### src/rtl/mem_arbiter.sv
// Shares one external memory port between the I-cache refill path and the D-cache refill/writeback path.
// Build option: define MEM_ARB_RR_EN for round-robin arbitration; default is fixed D-over-I priority.
module mem_arbiter #(
    parameter int ADDR_W = 28,
    parameter int DATA_W = 128
) (
    input  logic              clk,
    input  logic              rst_n,
    input  logic              i_req,
    input  logic [ADDR_W-1:0] i_addr,
    output logic              i_ack,
    output logic [DATA_W-1:0] i_rdata,
    input  logic              d_req,
    input  logic              d_wen,
    input  logic [ADDR_W-1:0] d_addr,
    input  logic [DATA_W-1:0] d_wdata,
    output logic              d_ack,
    output logic [DATA_W-1:0] d_rdata,
    output logic              mem_ren,
    output logic              mem_wen,
    output logic [ADDR_W-1:0] mem_addr,
    output logic [DATA_W-1:0] mem_wdata,
    input  logic              mem_ready,
    input  logic [DATA_W-1:0] mem_rdata,
    output logic [1:0]        grant
);

    typedef enum logic [1:0] {
        IDLE   = 2'd0,
        I_BUSY = 2'd1,
        D_BUSY = 2'd2,
        DONE   = 2'd3
    } state_t;

    state_t state_q;
    logic   d_wen_q;
    logic   d_wins;

`ifdef MEM_ARB_RR_EN
    logic last_d_q;  // 1 when D received the most recent grant

    assign d_wins = d_req && !(i_req && last_d_q);

    always_ff @(posedge clk or negedge rst_n) begin
        if (!rst_n) begin
            last_d_q <= 1'b0;
        end else if (state_q == IDLE && (i_req || d_req)) begin
            last_d_q <= d_wins;
        end
    end
`else
    assign d_wins = d_req;
`endif

    // NOTE: every register below is sequential state, so it is written with <= only;
    // blocking assignments here would let later statements see same-cycle values.
    always_ff @(posedge clk or negedge rst_n) begin
        if (!rst_n) begin
            state_q   <= IDLE;
            d_wen_q   <= 1'b0;
            mem_ren   <= 1'b0;
            mem_wen   <= 1'b0;
            mem_addr  <= '0;
            mem_wdata <= '0;
            i_ack     <= 1'b0;
            d_ack     <= 1'b0;
            i_rdata   <= '0;
            d_rdata   <= '0;
            grant     <= 2'b00;
        end else begin
            i_ack <= 1'b0;
            d_ack <= 1'b0;
            case (state_q)
                IDLE: begin
                    if (d_wins) begin
                        state_q   <= D_BUSY;
                        grant     <= 2'b10;
                        mem_addr  <= d_addr;
                        mem_wdata <= d_wdata;
                        d_wen_q   <= d_wen;
                        mem_wen   <= d_wen;
                        mem_ren   <= ~d_wen;
                    end else if (i_req) begin
                        state_q  <= I_BUSY;
                        grant    <= 2'b01;
                        mem_addr <= i_addr;
                        mem_ren  <= 1'b1;
                        mem_wen  <= 1'b0;
                    end
                end
                I_BUSY: begin
                    if (mem_ready) begin
                        mem_ren <= 1'b0;
                        i_rdata <= mem_rdata;
                        i_ack   <= 1'b1;
                        state_q <= DONE;
                    end
                end
                D_BUSY: begin
                    if (mem_ready) begin
                        mem_ren <= 1'b0;
                        mem_wen <= 1'b0;
                        if (!d_wen_q) begin
                            d_rdata <= mem_rdata;
                        end
                        d_ack   <= 1'b1;
                        state_q <= DONE;
                    end
                end
                DONE: begin
                    // Requests are not looked at here; the acked requester drops req meanwhile.
                    grant   <= 2'b00;
                    state_q <= IDLE;
                end
                default: begin
                    state_q <= IDLE;
                end
            endcase
        end
    end

endmodule

### config.mk
export PLATFORM = sky130hd
export DESIGN_NAME = mem_arbiter
export DESIGN_NICKNAME = d
export VERILOG_FILES = /design/src/rtl/mem_arbiter.sv
export SDC_FILE = /design/constraint.sdc
export NUM_CORES = 1
export LEC_CHECK = 0
export CAP_MARGIN = 40
export CORE_AREA = 2 2 289 291
export DETAILED_ROUTE_END_ITERATION = 8
export DIE_AREA = 0 0 291 293
export PLACE_DENSITY = 0.51
export SLEW_MARGIN = 10
export SYNTH_ARGS = -nofsm -noshare
export SYNTH_HDL_FRONTEND = slang
export SYNTH_SLANG_ARGS = --single-unit
### constraint.sdc
create_clock -name clk -period 5.2 [get_ports clk]
set_input_delay 1.3 -clock clk [delete_from_list [all_inputs] [get_ports clk]]
set_output_delay 1.3 -clock clk [all_outputs]
set_load 0.05 [all_outputs]
### Yosys cells after proc, flatten, opt, wreduce, memory -nomap -nowiden

Index checks and enable logic that the tools add are counted.
W data, S select, Z words.

| storage, ports and cells | value |
|---|---|
| register bits | 421 |

| cells by class | value |
|---|---|
| bitwise logic cells | 2 |
| reduce and logical (&&, ||, !) cells | 14 |
| mux-type cells | 17 |
| equal/unequal tests | 6 |

Operators by type and width:

| cell | count |
|---|---|
| $mux W28 | 2 |
| $reduce_and A2 Y1 | 5 |
| $reduce_and A3 Y1 | 3 |
| $mux W1 | 8 |
| $reduce_bool A2 Y1 | 4 |
| $mux W2 | 3 |
| $pmux W2 S3 | 1 |
| $eq A2 B2 Y1 const B | 2 |
| $pmux W1 S2 | 2 |
| $pmux W2 S2 | 1 |
| $ne A3 B3 Y1 const B | 1 |
| $eq A2 B1 Y1 const B | 1 |
| $logic_not A2 Y1 | 1 |
| $ne A2 B1 Y1 const B | 1 |
| $ne A2 B2 Y1 const B | 1 |
| $not A1 Y1 | 2 |
| $reduce_or A2 Y1 | 1 |

### Logic depth before layout (Yosys ltp)

| depth | value |
|---|---|
| depth in word-level cells | 4 |
| mapped depth | 7 |
| depth with buffers taken out | 5 |

### Worst setup path before layout

OpenSTA, ideal clock, no wires.

| timing path | value |
|---|---|
| kind | input-to-reg |
| start | input port d_req |
| end | register mem_wdata[100] |
| data arrival time | 2.141 ns |
| slack | 2.931 ns |
| setup time | 0.128 ns |
| stages | 5 |
| required time | 5.072 ns |
| path buffers | 3 |
| cells stage by stage | buf_2 -> nand2_2 -> buf_6 -> buf_6 -> mux2_1 |

| on the way | value |
|---|---|
| longest elaborated chain between the ends | 1 |

Ends and longest elaborated chain:

| item | line | RTL |
|---|---|---|
| start, declared | 13 | `input logic d_req,` |
| $reduce_and A2 Y1 (no line) | n/a |  |
| end signal, assigned | 79 | `mem_wdata <= d_wdata;` |
| end, declared | 22 | `output logic [DATA_W-1:0] mem_wdata,` |

No other way between the ends.
A chain may end at the register's enable or synchronous reset.

### Worst setup path in the final report

| timing path | value |
|---|---|
| start | register d_rdata[88] |
| end | output port d_rdata[88] |

RTL lines:

| item | line | RTL |
|---|---|---|
| start, declared | 18 | `output logic [DATA_W-1:0] d_rdata,` |
| start signal, assigned | 104 | `d_rdata <= mem_rdata;` |

No word-level cell between the ends.

==> results.tsv <==
metric	value	unit
ctsHoldBuffers	0	
cts.sinks	421	
cts_resized	0	
worstSetupStartpointType	flop	
period_minus_slack	3140	ps
grt_pass1_vias	12100	
nets	2055	
drt-pass1-iter-count	4	
muxShareOfSynthArea	29.2	%
die_h	293	um
finalSetupViolations	0	
crit_slowest_cell	clkdlybuf4s50_1	
path_buf_inv	1	
slowest_delay	850	ps
crit_type	flop to primary output	
hold_class	flop to flop	
antenna_found_initial	4	
tritoncts	yes	
synth-compound-area-share	1.18	%
maxSlewHeadroom	14.2	%
area_growth	63.9	%
fmax	0.319	GHz
seq_area_frac_synth	65.8	%
synth_cells	979	
required	3900	ps
routed_via_density	3.86	
syn_nets	1303	
critPathCaptureType	primary output	
path_clk_slew	60	ps
post-route-util	32.1	%
grt.overflow.total	0	
drv_cap	0	
skew	13.4	ps
rsz0062_at_grt	no	
synth_cell_types	24	
ctsRootBufferMaster	clkbuf_16	
core_area	0.0818	mm2
cp_cell_sequence	clkdlybuf4s50_1	
tns	0	ps
syn_area	0.0160	mm2
status	complete, no violations	
ys_seq_elements	421	
h-tree-depth	2	
grtUsageTotal	12.3	%
n_fill_cell	8048	
grt_pass1_wl	80000	um
mostFrequentLayoutCell	clkdlybuf4s50_1	
ys_warn_count	0	
cts_setup_buffers	0	
synth_fa_ha_area_share	0.469	%
wire_per_inst	19.1	um
hold_violations	0	
synth_top_family_by_area	multiplexers	
synthSimpleGateAreaFrac	1.09	%
drt_iter0_drc	258	
tightest_slew	1290	ps
clock_latency	570	ps
cp_max_fo	2	
cts-buffers-inserted	50	
initial_core_util	19.6	%
die_area	0.0853	mm2
synth_xor_area_share	0	%
ios	736	
drive_gt1_share	21.8	%
ctsLongestPathBuffers	3	
ant_nets	0	
period_share	60.4	%
grt_max_degree	129	
final_cell_mix	733 x clkdlybuf4s50_1, 421 x dfrtp_1, 287 x mux2_2	
syn_area_per_cell	16.4	um2
critPathArrivalTime	1840	ps
place.port_buffers	735	
routed_wl	54300	um
routabilityCongestion	0.831	
num_rows	105	
cpLargestDelayFamily	buffers and inverters	
dpl.hpwl	40600	um
drv_slew	0	
die_w	291	um
vias	10900	
drcViolationCount	0	
synthesized netlist by cell type, drive strengths merged:
cell | count | area, um2
dfrtp | 421 | 10500
nor2b | 1 | 6.26
mux2 | 385 | 4340
inv | 6 | 22.5
nand2 | 33 | 129
mux2i | 34 | 340
and2 | 1 | 6.26
buf | 49 | 330
nor3b | 1 | 12.5
o41ai | 1 | 8.76
clkbuf | 2 | 8.75
nand3b | 1 | 7.51
a32o | 1 | 10.0
o21ai | 33 | 165
ha | 6 | 75.1
a21oi | 1 | 5.00
nor3 | 1 | 5.00
nor2 | 2 | 7.51
layer usage:
metal | track usage, % | vias up | share of wire [%] | wire, um
met4 | 4.92 | 0 | 3.4 | 1860
li1 | - | 4971 | - | -
met5 | 0 | - | 0 | 0
met1 | 13.5 | 5501 | 37 | 20300
met2 | 22.4 | 375 | 52 | 28400
met3 | 3.68 | 93 | 7.0 | 3790
final cells by class:
type	instances	area [um2]	share of cell area (%)
Antenna cell	4	10.0	0.0381
Sequential cell	421	10500	40.1
Timing Repair Buffer	751	7560	28.8
Tap cell	1070	1340	5.10
Multi-Input combinational cell	501	5130	19.6
Clock inverter	15	223	0.849
Clock buffer	69	1420	5.42
Inverter	6	23.8	0.0906
logic make-up (layout without fill, tap and decap cells):
kind of cell	count (synthesis)	after routing
muxes	419	419
AOI/OAI and AO/OA	36	36
and+or+nand+nor	40	40
buffers and inverters	57	841
other	0	4
adders and majority gates	6	6
DFF	421	421
through the flow:
step | cell area (um2) | hold slack (ps) | setup slack, ps | instances
after global routing | 26200 | 501 | 1980 | 2837
after detailed placement | 24600 | 468 | 1880 | 2749
after floorplan | 16000 | 441 | 2930 | 979
final | 26200 | 475 | 2060 | 2837
after global placement | 24600 | 464 | 1820 | 2748
after CTS | 26200 | 482 | 1970 | 2833
worst paths after layout:
check	start	to	slack (ps)	depth (start not counted)
setup / recovery	d_rdata[88]	d_rdata[88]	2060	1
hold / removal	mem_addr[20]	mem_addr[20]	470	2
setup reg to reg	state_q[0]	mem_wdata[112]	2880	5
hold reg to reg	mem_addr[20]	mem_addr[20]	470	2
max in group asynchronous	rst_n	d_rdata[1]	3260	2
min in group asynchronous	rst_n	d_rdata[72]	780	1
registers in the layout, indices dropped and copies added (netlist names), 2 cells and up:
name       flops
mem_wdata    128
grant          2
mem_addr      28
i_rdata      128
state_q        2
d_rdata      128
Power is left out: the tool's default activity adds up to more than one toggle a clock period on the data nets, which glitch-free logic cannot reach.
